`src/rtl/iram_ctrl_if.sv`:
```
// Core/RAM-side signal bundle for iram_ctrl: request, completion and RAM control.
// Handshake: req is held by the core until the cycle it is sampled in IDLE with busy=0 and
// sp_we=0; that edge accepts it, busy rises next cycle and done pulses once when finished.
interface iram_ctrl_if;
    logic       req;
    logic [2:0] op;
    logic [7:0] addr;
    logic [7:0] bit_addr;
    logic [1:0] bank;
    logic       ri_sel;
    logic [7:0] wdata;
    logic       wbit;
    logic       sp_we;
    logic [7:0] sp_wdata;
    logic       busy;
    logic       done;
    logic       err;
    logic [7:0] rdata;
    logic       rbit;
    logic [7:0] sp;
    logic       ram_cs_n;
    logic       ram_rw;
    logic       ram_bb;
    logic [7:0] ram_addr;
    logic [7:0] ram_pos;
    logic [7:0] ram_din;
    logic       ram_bin;
    logic [7:0] ram_dout;
    logic       ram_bout;

    modport master (
        output req, op, addr, bit_addr, bank, ri_sel, wdata, wbit, sp_we, sp_wdata,
               ram_dout, ram_bout,
        input  busy, done, err, rdata, rbit, sp,
               ram_cs_n, ram_rw, ram_bb, ram_addr, ram_pos, ram_din, ram_bin
    );

    modport slave (
        input  req, op, addr, bit_addr, bank, ri_sel, wdata, wbit, sp_we, sp_wdata,
               ram_dout, ram_bout,
        output busy, done, err, rdata, rbit, sp,
               ram_cs_n, ram_rw, ram_bb, ram_addr, ram_pos, ram_din, ram_bin
    );
endinterface

```
`src/rtl/iram_ctrl.sv`:
```
// MCU51 internal-RAM access sequencer (direct, bit, indirect, PUSH/POP).
// Define IRAM_CTRL_SP_EN to build the stack pointer, PUSH/POP and sp_we support.
module iram_ctrl #(
    parameter int RD_LAT = 0
) (
    input  logic       clk,
    input  logic       rst_n,
    iram_ctrl_if.slave bus,
    output logic [1:0] dbg_state
);
    typedef enum logic [1:0] {IDLE = 2'd0, PTR = 2'd1, ACC = 2'd2, DONE = 2'd3} state_t;

    localparam logic [2:0] OP_RDBYTE = 3'b000;
    localparam logic [2:0] OP_WRBYTE = 3'b001;
    localparam logic [2:0] OP_RDBIT  = 3'b010;
    localparam logic [2:0] OP_WRBIT  = 3'b011;
    localparam logic [2:0] OP_RDIND  = 3'b100;
    localparam logic [2:0] OP_WRIND  = 3'b101;
    localparam logic [2:0] OP_PUSH   = 3'b110;
    localparam logic [2:0] OP_POP    = 3'b111;
    localparam logic [1:0] LAT       = 2'(RD_LAT);

    state_t     state, state_nx;
    logic [2:0] op_q;
    logic [7:0] addr_q;
    logic [6:0] bit_addr_q;
    logic [1:0] bank_q;
    logic       ri_q;
    logic [7:0] wdata_q;
    logic       wbit_q;
    logic [7:0] ptr_q;
    logic [1:0] cnt;
    logic       err_q;
    logic [7:0] rdata_q;
    logic       rbit_q;
    logic [7:0] sp_q;

    logic sp_load, in_rej, accept, is_bit, is_write, is_ind, lat_end, acc_last;

    assign is_bit   = (op_q == OP_RDBIT) || (op_q == OP_WRBIT);
    assign is_write = (op_q == OP_WRBYTE) || (op_q == OP_WRBIT) ||
                      (op_q == OP_WRIND)  || (op_q == OP_PUSH);
    assign is_ind   = (op_q == OP_RDIND) || (op_q == OP_WRIND);
    assign lat_end  = (cnt == LAT);
    assign acc_last = is_write || lat_end;
    assign accept   = (state == IDLE) && bus.req && !sp_load;

`ifdef IRAM_CTRL_SP_EN
    assign sp_load = bus.sp_we;
    assign in_rej  = ((bus.op == OP_RDBIT) || (bus.op == OP_WRBIT)) && bus.bit_addr[7];

    // PUSH pre-increments in its single write cycle; POP post-decrements after the read lands.
    always_ff @(posedge clk) begin
        if (!rst_n) begin
            sp_q <= 8'h07;
        end else if (state == IDLE && sp_load) begin
            sp_q <= bus.sp_wdata;
        end else if (state == ACC && op_q == OP_PUSH) begin
            sp_q <= sp_q + 8'd1;
        end else if (state == ACC && op_q == OP_POP && acc_last) begin
            sp_q <= sp_q - 8'd1;
        end
    end
`else
    logic sp_unused;
    assign sp_unused = ^{bus.sp_we, bus.sp_wdata};
    assign sp_load   = 1'b0;
    assign in_rej    = (((bus.op == OP_RDBIT) || (bus.op == OP_WRBIT)) && bus.bit_addr[7]) ||
                       (bus.op[2:1] == 2'b11);
    assign sp_q      = 8'h07;
`endif

    always_comb begin
        state_nx = state;
        case (state)
            IDLE: begin
                if (accept) begin
                    if (in_rej)
                        state_nx = DONE;
                    else if ((bus.op == OP_RDIND) || (bus.op == OP_WRIND))
                        state_nx = PTR;
                    else
                        state_nx = ACC;
                end
            end
            PTR:  if (lat_end) state_nx = ACC;
            ACC:  if (acc_last) state_nx = DONE;
            DONE: state_nx = IDLE;
            default: state_nx = IDLE;
        endcase
    end

    always_ff @(posedge clk) begin
        if (!rst_n) begin
            state      <= IDLE;
            op_q       <= 3'd0;
            addr_q     <= 8'd0;
            bit_addr_q <= 7'd0;
            bank_q     <= 2'd0;
            ri_q       <= 1'b0;
            wdata_q    <= 8'd0;
            wbit_q     <= 1'b0;
            ptr_q      <= 8'd0;
            cnt        <= 2'd0;
            err_q      <= 1'b0;
            rdata_q    <= 8'd0;
            rbit_q     <= 1'b0;
        end else begin
            state <= state_nx;
            case (state)
                IDLE: begin
                    cnt <= 2'd0;
                    if (accept) begin
                        op_q       <= bus.op;
                        addr_q     <= bus.addr;
                        bit_addr_q <= bus.bit_addr[6:0];
                        bank_q     <= bus.bank;
                        ri_q       <= bus.ri_sel;
                        wdata_q    <= bus.wdata;
                        wbit_q     <= bus.wbit;
                        err_q      <= in_rej;
                    end
                end
                PTR: begin
                    if (lat_end) begin
                        ptr_q <= bus.ram_dout;
                        cnt   <= 2'd0;
                    end else begin
                        cnt <= cnt + 2'd1;
                    end
                end
                ACC: begin
                    cnt <= cnt + 2'd1;
                    if (acc_last && !is_write) begin
                        if (is_bit) rbit_q  <= bus.ram_bout;
                        else        rdata_q <= bus.ram_dout;
                    end
                end
                default: ;
            endcase
        end
    end

    always_comb begin
        bus.ram_cs_n = 1'b1;
        bus.ram_rw   = 1'b1;
        bus.ram_bb   = 1'b0;
        bus.ram_addr = 8'h00;
        bus.ram_pos  = 8'h00;
        bus.ram_din  = 8'h00;
        bus.ram_bin  = 1'b0;
        if (state == PTR) begin
            bus.ram_cs_n = 1'b0;
            bus.ram_bb   = 1'b1;
            bus.ram_addr = {3'b000, bank_q, 2'b00, ri_q};
            bus.ram_pos  = 8'hFF;
        end else if (state == ACC) begin
            bus.ram_cs_n = 1'b0;
            bus.ram_rw   = !is_write;
            if (is_bit) begin
                // Bit space 00..7F maps onto bytes 20..2F, eight bits per byte.
                bus.ram_addr = 8'h20 + {4'h0, bit_addr_q[6:3]};
                bus.ram_pos  = 8'h01 << bit_addr_q[2:0];
                bus.ram_bin  = (op_q == OP_WRBIT) ? wbit_q : 1'b0;
            end else begin
                bus.ram_bb  = 1'b1;
                bus.ram_pos = 8'hFF;
                bus.ram_din = is_write ? wdata_q : 8'h00;
                case (op_q)
                    OP_RDIND, OP_WRIND: bus.ram_addr = ptr_q;
                    OP_PUSH:            bus.ram_addr = sp_q + 8'd1;
                    OP_POP:             bus.ram_addr = sp_q;
                    default:            bus.ram_addr = addr_q;
                endcase
            end
        end
    end

    assign bus.busy  = (state != IDLE);
    assign bus.done  = (state == DONE);
    assign bus.err   = (state == DONE) && err_q;
    assign bus.rdata = rdata_q;
    assign bus.rbit  = rbit_q;
    assign bus.sp    = sp_q;
    assign dbg_state = state;

    logic unused_ind;
    assign unused_ind = is_ind;
endmodule
```
`src/flat_wrapper.sv`:
```
// flat-port wrapper written by rule: the top's interface ports become plain ports
module iram_ctrl_flat 
#(
    parameter int RD_LAT = 0
)
  (clk, rst_n, dbg_state, bus_req, bus_op, bus_addr, bus_bit_addr, bus_bank, bus_ri_sel, bus_wdata, bus_wbit, bus_sp_we, bus_sp_wdata, bus_ram_dout, bus_ram_bout, bus_busy, bus_done, bus_err, bus_rdata, bus_rbit, bus_sp, bus_ram_cs_n, bus_ram_rw, bus_ram_bb, bus_ram_addr, bus_ram_pos, bus_ram_din, bus_ram_bin);
  iram_ctrl_if bus_i ();
  input  logic clk;
  input  logic rst_n;
  output logic [1:0] dbg_state;
  input wire logic [$bits(bus_i.req)-1:0] bus_req;
  input wire logic [$bits(bus_i.op)-1:0] bus_op;
  input wire logic [$bits(bus_i.addr)-1:0] bus_addr;
  input wire logic [$bits(bus_i.bit_addr)-1:0] bus_bit_addr;
  input wire logic [$bits(bus_i.bank)-1:0] bus_bank;
  input wire logic [$bits(bus_i.ri_sel)-1:0] bus_ri_sel;
  input wire logic [$bits(bus_i.wdata)-1:0] bus_wdata;
  input wire logic [$bits(bus_i.wbit)-1:0] bus_wbit;
  input wire logic [$bits(bus_i.sp_we)-1:0] bus_sp_we;
  input wire logic [$bits(bus_i.sp_wdata)-1:0] bus_sp_wdata;
  input wire logic [$bits(bus_i.ram_dout)-1:0] bus_ram_dout;
  input wire logic [$bits(bus_i.ram_bout)-1:0] bus_ram_bout;
  output wire logic [$bits(bus_i.busy)-1:0] bus_busy;
  output wire logic [$bits(bus_i.done)-1:0] bus_done;
  output wire logic [$bits(bus_i.err)-1:0] bus_err;
  output wire logic [$bits(bus_i.rdata)-1:0] bus_rdata;
  output wire logic [$bits(bus_i.rbit)-1:0] bus_rbit;
  output wire logic [$bits(bus_i.sp)-1:0] bus_sp;
  output wire logic [$bits(bus_i.ram_cs_n)-1:0] bus_ram_cs_n;
  output wire logic [$bits(bus_i.ram_rw)-1:0] bus_ram_rw;
  output wire logic [$bits(bus_i.ram_bb)-1:0] bus_ram_bb;
  output wire logic [$bits(bus_i.ram_addr)-1:0] bus_ram_addr;
  output wire logic [$bits(bus_i.ram_pos)-1:0] bus_ram_pos;
  output wire logic [$bits(bus_i.ram_din)-1:0] bus_ram_din;
  output wire logic [$bits(bus_i.ram_bin)-1:0] bus_ram_bin;
  assign bus_i.req = bus_req;
  assign bus_i.op = bus_op;
  assign bus_i.addr = bus_addr;
  assign bus_i.bit_addr = bus_bit_addr;
  assign bus_i.bank = bus_bank;
  assign bus_i.ri_sel = bus_ri_sel;
  assign bus_i.wdata = bus_wdata;
  assign bus_i.wbit = bus_wbit;
  assign bus_i.sp_we = bus_sp_we;
  assign bus_i.sp_wdata = bus_sp_wdata;
  assign bus_i.ram_dout = bus_ram_dout;
  assign bus_i.ram_bout = bus_ram_bout;
  assign bus_busy = bus_i.busy;
  assign bus_done = bus_i.done;
  assign bus_err = bus_i.err;
  assign bus_rdata = bus_i.rdata;
  assign bus_rbit = bus_i.rbit;
  assign bus_sp = bus_i.sp;
  assign bus_ram_cs_n = bus_i.ram_cs_n;
  assign bus_ram_rw = bus_i.ram_rw;
  assign bus_ram_bb = bus_i.ram_bb;
  assign bus_ram_addr = bus_i.ram_addr;
  assign bus_ram_pos = bus_i.ram_pos;
  assign bus_ram_din = bus_i.ram_din;
  assign bus_ram_bin = bus_i.ram_bin;
  iram_ctrl #(.RD_LAT(RD_LAT)) u_core (.clk(clk), .rst_n(rst_n), .bus(bus_i), .dbg_state(dbg_state));
endmodule
```
`config.mk`:
```
export PLATFORM = sky130hd
export DESIGN_NAME = iram_ctrl_flat
export DESIGN_NICKNAME = d
export VERILOG_FILES = /design/src/rtl/iram_ctrl_if.sv /design/src/rtl/iram_ctrl.sv /design/src/flat_wrapper.sv
export SDC_FILE = /design/constraint.sdc
export NUM_CORES = 1
export LEC_CHECK = 0
export CAP_MARGIN = 20
export CORE_ASPECT_RATIO = 0.5
export CORE_MARGIN = 3
export CORE_UTILIZATION = 48
export DETAILED_ROUTE_END_ITERATION = 8
export PLACE_DENSITY = 0.86
export SYNTH_ARGS = -nofsm -noshare
export SYNTH_HDL_FRONTEND = slang
export SYNTH_SLANG_ARGS = --single-unit
```
`constraint.sdc`:
```
create_clock -name clk -period 2.9 [get_ports clk]
set_clock_uncertainty 0.15 [all_clocks]
set_input_delay 0.58 -clock clk [delete_from_list [all_inputs] [get_ports clk]]
set_output_delay 0.58 -clock clk [all_outputs]
set_load 0.02 [all_outputs]
```
# After elaboration in Yosys (flattened, before gate mapping)
# Index checks and enable logic that the tools add are counted.
dict set report totals {
  wordCells 88
  input_bits 52
  out_inout_bits 50
  regBits 52
}
dict set report op_classes {
  muxes 30
  reduce_logical 23
  bitwise_logic 1
  add_sub_neg 2
  n_eq_ne 18
  shifts 1
}
# operator count
set ops {}
lappend ops {{$mux 8} 10}
lappend ops {{$pmux 8 s3} 1}
lappend ops {{$eq 3x3->1 const B} 6}
lappend ops {{$eq 3x2->1 const B} 4}
lappend ops {{$mux 2} 6}
lappend ops {{$mux 1} 11}
lappend ops {{$reduce_and 3->1} 3}
lappend ops {{$logic_or 1x1->1} 8}
lappend ops {{$pmux 2 s4} 1}
lappend ops {{$shl 1x3->8 const A} 1}
lappend ops {{$add 6x4->7 const A} 1}
lappend ops {{$eq 2x2->1 const B} 3}
lappend ops {{$ne 2x1->1 const B} 3}
lappend ops {{$pmux 2 s3} 1}
lappend ops {{$logic_and 1x1->1} 4}
lappend ops {{$logic_not 2->1} 2}
lappend ops {{$reduce_and 2->1} 2}
lappend ops {{$eq 3x1->1 const B} 1}
lappend ops {{$reduce_bool 3->1} 1}
lappend ops {{$add 2x1->2 const B} 1}
lappend ops {{$eq 2x1->1 const B} 1}
lappend ops {{$reduce_bool 2->1} 1}
lappend ops {{$reduce_or 2->1} 1}
lappend ops {{$logic_not 1->1} 1}
lappend ops {{$not 1->1} 1}

# Depth between registers and ports, before layout
dict set report depth {
  ltp_word 8
  mapped_depth 8
  ltp_nobuf 6
}

# Worst setup path before layout
# No wires, ideal clock.
dict set report synth_timing {
  kind {register to output}
  start {register u_core.state[1], in the netlist u_core.dbg_state[1]}
  end {output bus_ram_bin}
  stages_incl_launch_ff 6
  setup_slack_ns 0.343
  t_arrival_ns 1.827
  required_ns 2.170
  path_buffers 1
  path_cell_list {dfxtp_1 > inv_1 > ha_1 > buf_6 > nand2b_1 > nor4_1}
}
dict set report synth_via {
  elab_chain_cells 3
  elab_cells_between_ends 4
  cone_classes {2 x eq/ne; 2 x mux}
}
# item line
set synth_rtl {}
lappend synth_rtl {{start: declaration} iram_ctrl.sv:23} ;# state_t state, state_nx;
lappend synth_rtl {{start signal: assignment} iram_ctrl.sv:109} ;# state <= state_nx;
lappend synth_rtl {{$eq 2x2->1} iram_ctrl.sv:157} ;# end else if (state == ACC) begin
lappend synth_rtl {{$mux 1} iram_ctrl.sv:157}
lappend synth_rtl {{$mux 1 *} iram_ctrl.sv:152} ;# if (state == PTR) begin
lappend synth_rtl {{end: declaration} flat_wrapper.sv:35} ;# output wire logic [$bits(bus_i.ram_bin)-1:0] bus_ram_bin;
# Every way passes the cells marked *; elsewhere a longest branch is shown, timed or not.

# Worst setup path after layout
dict set report layout_timing {
  start {register u_core.op_q[2]}
  end {output bus_ram_bb}
}
dict set report layout_via {
  elab_chain_cells 5
  elab_cells_between_ends 6
  cone_classes {2 x eq/ne; 3 x mux; 1 x reduce/logical}
}
# item line
set layout_rtl {}
lappend layout_rtl {{start: declaration} iram_ctrl.sv:24} ;# logic [2:0] op_q;
lappend layout_rtl {{start signal: assignment} iram_ctrl.sv:114} ;# op_q <= bus.op;
lappend layout_rtl {{$eq 3x2->1} iram_ctrl.sv:40} ;# assign is_bit = (op_q == OP_RDBIT) || (op_q == OP_WRBIT);
lappend layout_rtl {{$logic_or 1x1->1 *} iram_ctrl.sv:40}
lappend layout_rtl {{$mux 1 *} iram_ctrl.sv:160} ;# if (is_bit) begin
lappend layout_rtl {{$mux 1 *} iram_ctrl.sv:157}
lappend layout_rtl {{$mux 1 *} iram_ctrl.sv:152}
lappend layout_rtl {{end: declaration} flat_wrapper.sv:31} ;# output wire logic [$bits(bus_i.ram_bb)-1:0] bus_ram_bb;
# Marks and branches as above.

==> metrics.csv <==
metric,value,unit
layout cells sized above 1,6.85,%
Synth Register Bits,52,
VDD IR-drop max,0.390,mV
H-tree depth,2,
"Seq/Total Area, Yosys",38.4,%
worst endpoint required time,2.17,ns
HP Class,flip-flop to flip-flop,
CP Buf/Inv Count,3,
total power,0.00286,W
post-synthesis cell type count,44,
"area leader, netlist",dfxtp_1,
gpl congestion,0.849,
via count,2399,
Clock transition at path regs,0.07,ns
worst r2r src,u_core.dbg_state[0]$_SDFFE_PN0P_,
std cell rows,18,
DRT antenna net count,0,
slowest CP cell,clkdlybuf4s50_1,
RSZ-0062 raised after global routing,false,
Synth top area share,38.4,%
largest net degree at the start of global routing,55,
Worst-Skew Late Latency,0.29,ns
Slew HR,63.9,%
Least-Margin Pin Slew,0.540,ns
worst reg2reg endpoint,u_core.dbg_state[1]$_SDFFE_PN0P_,
"Avg Cell Area, Syn",8.51,um2
FF-to-FF setup slack,1.01,ns
antenna cells,0,
pre-CTS WS,0.223,ns
Die Area,6630,um2
first-pass GRT wire length,10800,um
max incr delay on CP,0.59,ns
Remaining DRCs,0,
Syn Inst Count,318,
Critical Path End Type,output port,
# nets final,453,
critical path class,flip-flop to output port,
Detailed Place HPWL,5130,um
Routed WL per cell,14.8,um
Clock Path Buffers,2,
total of max-cap violations,0,
total CTS buffers,5,
Yosys warnings,0,
Final Slew Violations,0,
setup TNS,0,ns
GRT overflow,0,
Tcrit/Tclk final,94.6,%
Crit Path Max Fanout,9,
WHS,0.308,ns
CTS hold repair buffers,0,
fin crit period,2.74,ns
Area Overhead vs Synth,38.6,%
Initial Utilization,52.3,%
First-pass DRT Iterations,4,
critical-path cell list,"buf_4, nand2b_1, a21oi_4, inv_1, clkdlybuf4s50_1",
CTS tree,done,
R2R cell count,7,
CTS Sinks,52,
setup violators final,0,
cell area after synthesis,2710,um2
status,"finished, final reports clean",
vias in the first global route,2330,
CP startpoint kind,flip-flop,
initial antenna violation count,0,
crit-path leading delay family,buffers and inverters,
synth top area cells,"dfxtp_1, nand2_1, a21boi_0, mux2i_1, buf_4",
Worst Hold End,u_core.addr_q[1]$_SDFFE_PN0P_,
hold wc startpoint,u_core.addr_q[1]$_SDFFE_PN0P_,
power per cell area,761,nW/um2
Final WS setup,0.157,ns
die height,59.1,um
final hold vios,0,
die width,112,um
Initial DRC Count,102,
Static Leak,1.78,nW
post-CTS sizing,5,
Post-CTS Setup Inserts,0,
# IOs,102,
post-layout util,72.4,%
post-DR vias/cell,5.17,
core area,5180,um2
Max Freq,365,MHz
Total Wirelength,6850,um
critical path arrival,2.01,ns
port bufs,84,
Root Buffer Master,clkbuf_16,
gr usage total,20.2,%
hold depth,2,
==> how the worst max path moves through the flow <==
| stage | startpoint | end | slack, ns | depth (start not counted) |
|---|---|---|---|---|
| final | u_core.op_q[2]$_SDFFE_PN0P_ | bus_ram_bb | 0.16 | 5 |
| after global routing | u_core.dbg_state[1]$_SDFFE_PN0P_ | bus_ram_addr[7] | 0.03 | 5 |
| after CTS | u_core.dbg_state[0]$_SDFFE_PN0P_ | bus_ram_pos[5] | 0.0001 | 6 |
| after detailed placement | u_core.dbg_state[0]$_SDFFE_PN0P_ | bus_ram_pos[5] | 0.22 | 6 |
| after global placement | u_core.op_q[1]$_SDFFE_PN0P_ | bus_ram_din[7] | 0.23 | 4 |
| after floorplan | u_core.dbg_state[1]$_SDFFE_PN0P_ | bus_ram_bin | 0.34 | 5 |
==> layout make-up <==
cell class | instances | area, um2
clock inverter | 2 | 12.5
sequential | 52 | 1040
fill | 413 | 1430
clock buffer | 5 | 125
multi-input combinational | 232 | 1470
timing repair buffer | 94 | 982
inverter | 9 | 33.8
tap | 70 | 87.6
==> state kept, by name, summed over array words and instances, names as in the netlist <==
register / flops
u_core.bank_q: 2
u_core.wbit_q: 1
u_core.bus.rbit: 1
u_core.ri_q: 1
u_core.cnt: 2
u_core.op_q: 3
u_core.err_q: 1
u_core.bus.rdata: 8
u_core.bit_addr_q: 7
u_core.addr_q: 8
u_core.ptr_q: 8
u_core.dbg_state: 2
u_core.wdata_q: 8
==> per-layer routing <==
layer | GRT usage, % | wire [um] | vias to the layer above | share of wire, %
met2 | 35.3 | 3260 | 73 | 48
met4 | 4.45 | 57 | 0 | 0.83
li1 | - | - | 1196 | -
met1 | 26.8 | 3080 | 1124 | 45
met3 | 3.57 | 452 | 6 | 6.6
met5 | 0 | 0 | - | 0
==> placed cells by master (no fill, tap or decap), types with 2 or more instances in the layout <==
| master | n |
|---|---|
| o211ai_1 | 4 |
| nand3_1 | 10 |
| inv_1 | 9 |
| ha_1 | 7 |
| o31ai_1 | 3 |
| nand3b_1 | 2 |
| dlymetal6s2s_1 | 22 |
| mux2i_1 | 12 |
| buf_4 | 9 |
| nand2_1 | 80 |
| o21ai_0 | 9 |
| and2_1 | 12 |
| o21ai_1 | 2 |
| a21oi_4 | 2 |
| dfxtp_1 | 50 |
| clkbuf_16 | 5 |
| mux4_1 | 2 |
| conb_1 | 8 |
| nor3_1 | 3 |
| a21boi_1 | 5 |
| dfxtp_2 | 2 |
| a21boi_0 | 35 |
| nand2b_1 | 4 |
| nor2b_1 | 11 |
| clkdlybuf4s50_1 | 61 |
==> cell families after synthesis <==
logic type | Yosys count | share of synthesized area, %
simple gates | 132 | 23.0
compound gates | 70 | 19.0
flops | 52 | 38.4
buf+inv | 40 | 8.83
mux | 15 | 7.21
fa+ha+maj | 7 | 3.23
other cells | 2 | 0.277
==> cell usage after synthesis, drive strengths merged <==
master  instances
or2b            1
a311o           1
a211o           1
o31ai           3
a21boi         40
o311a           1
conb            2
nor4            1
a21oi           3
and2b           2
dfxtp          52
nor3            3
and3            1
a32o            1
o21bai          1
nand2b          5
mux2i          12
mux4            3
clkbuf          9
inv             9
o211ai          4
ha              7
a22o            1
buf            22
nand3b          2
a21bo           1
nand3          10
a22oi           1
o21ai          11
a21o            1
or3             1
and2           13
nor2            1
nand2          80
nor2b          12
==> metrics by stage <==
stage          instance area (um2)  instances
2_1_floorplan                 2730        324
3_3_place_gp                  3540        457
3_5_place_dp                  3540        457
4_1_cts                       3700        464
5_1_grt                       3750        464
6_report                      3750        464
==> report_power, final <==
| part | switching [W] | internal [W] | total, W |
|---|---|---|---|
| Sequential | 0.000112 | 0.000861 | 0.000973 |
| Combinational | 0.000724 | 0.000584 | 0.00131 |
| Clock | 0.000262 | 0.000314 | 0.000575 |
==> worst reg2reg max path: stages (launching register included) <==
cell and delay [ns]:
dfxtp_2 0.38, inv_1 0.08, ha_1 0.24, buf_4 0.19, and2b_1 0.16, a311o_1 0.39, nand3_1 0.10, o21ai_1 0.07
No activity file was read; power rests on OpenSTA's default activity.
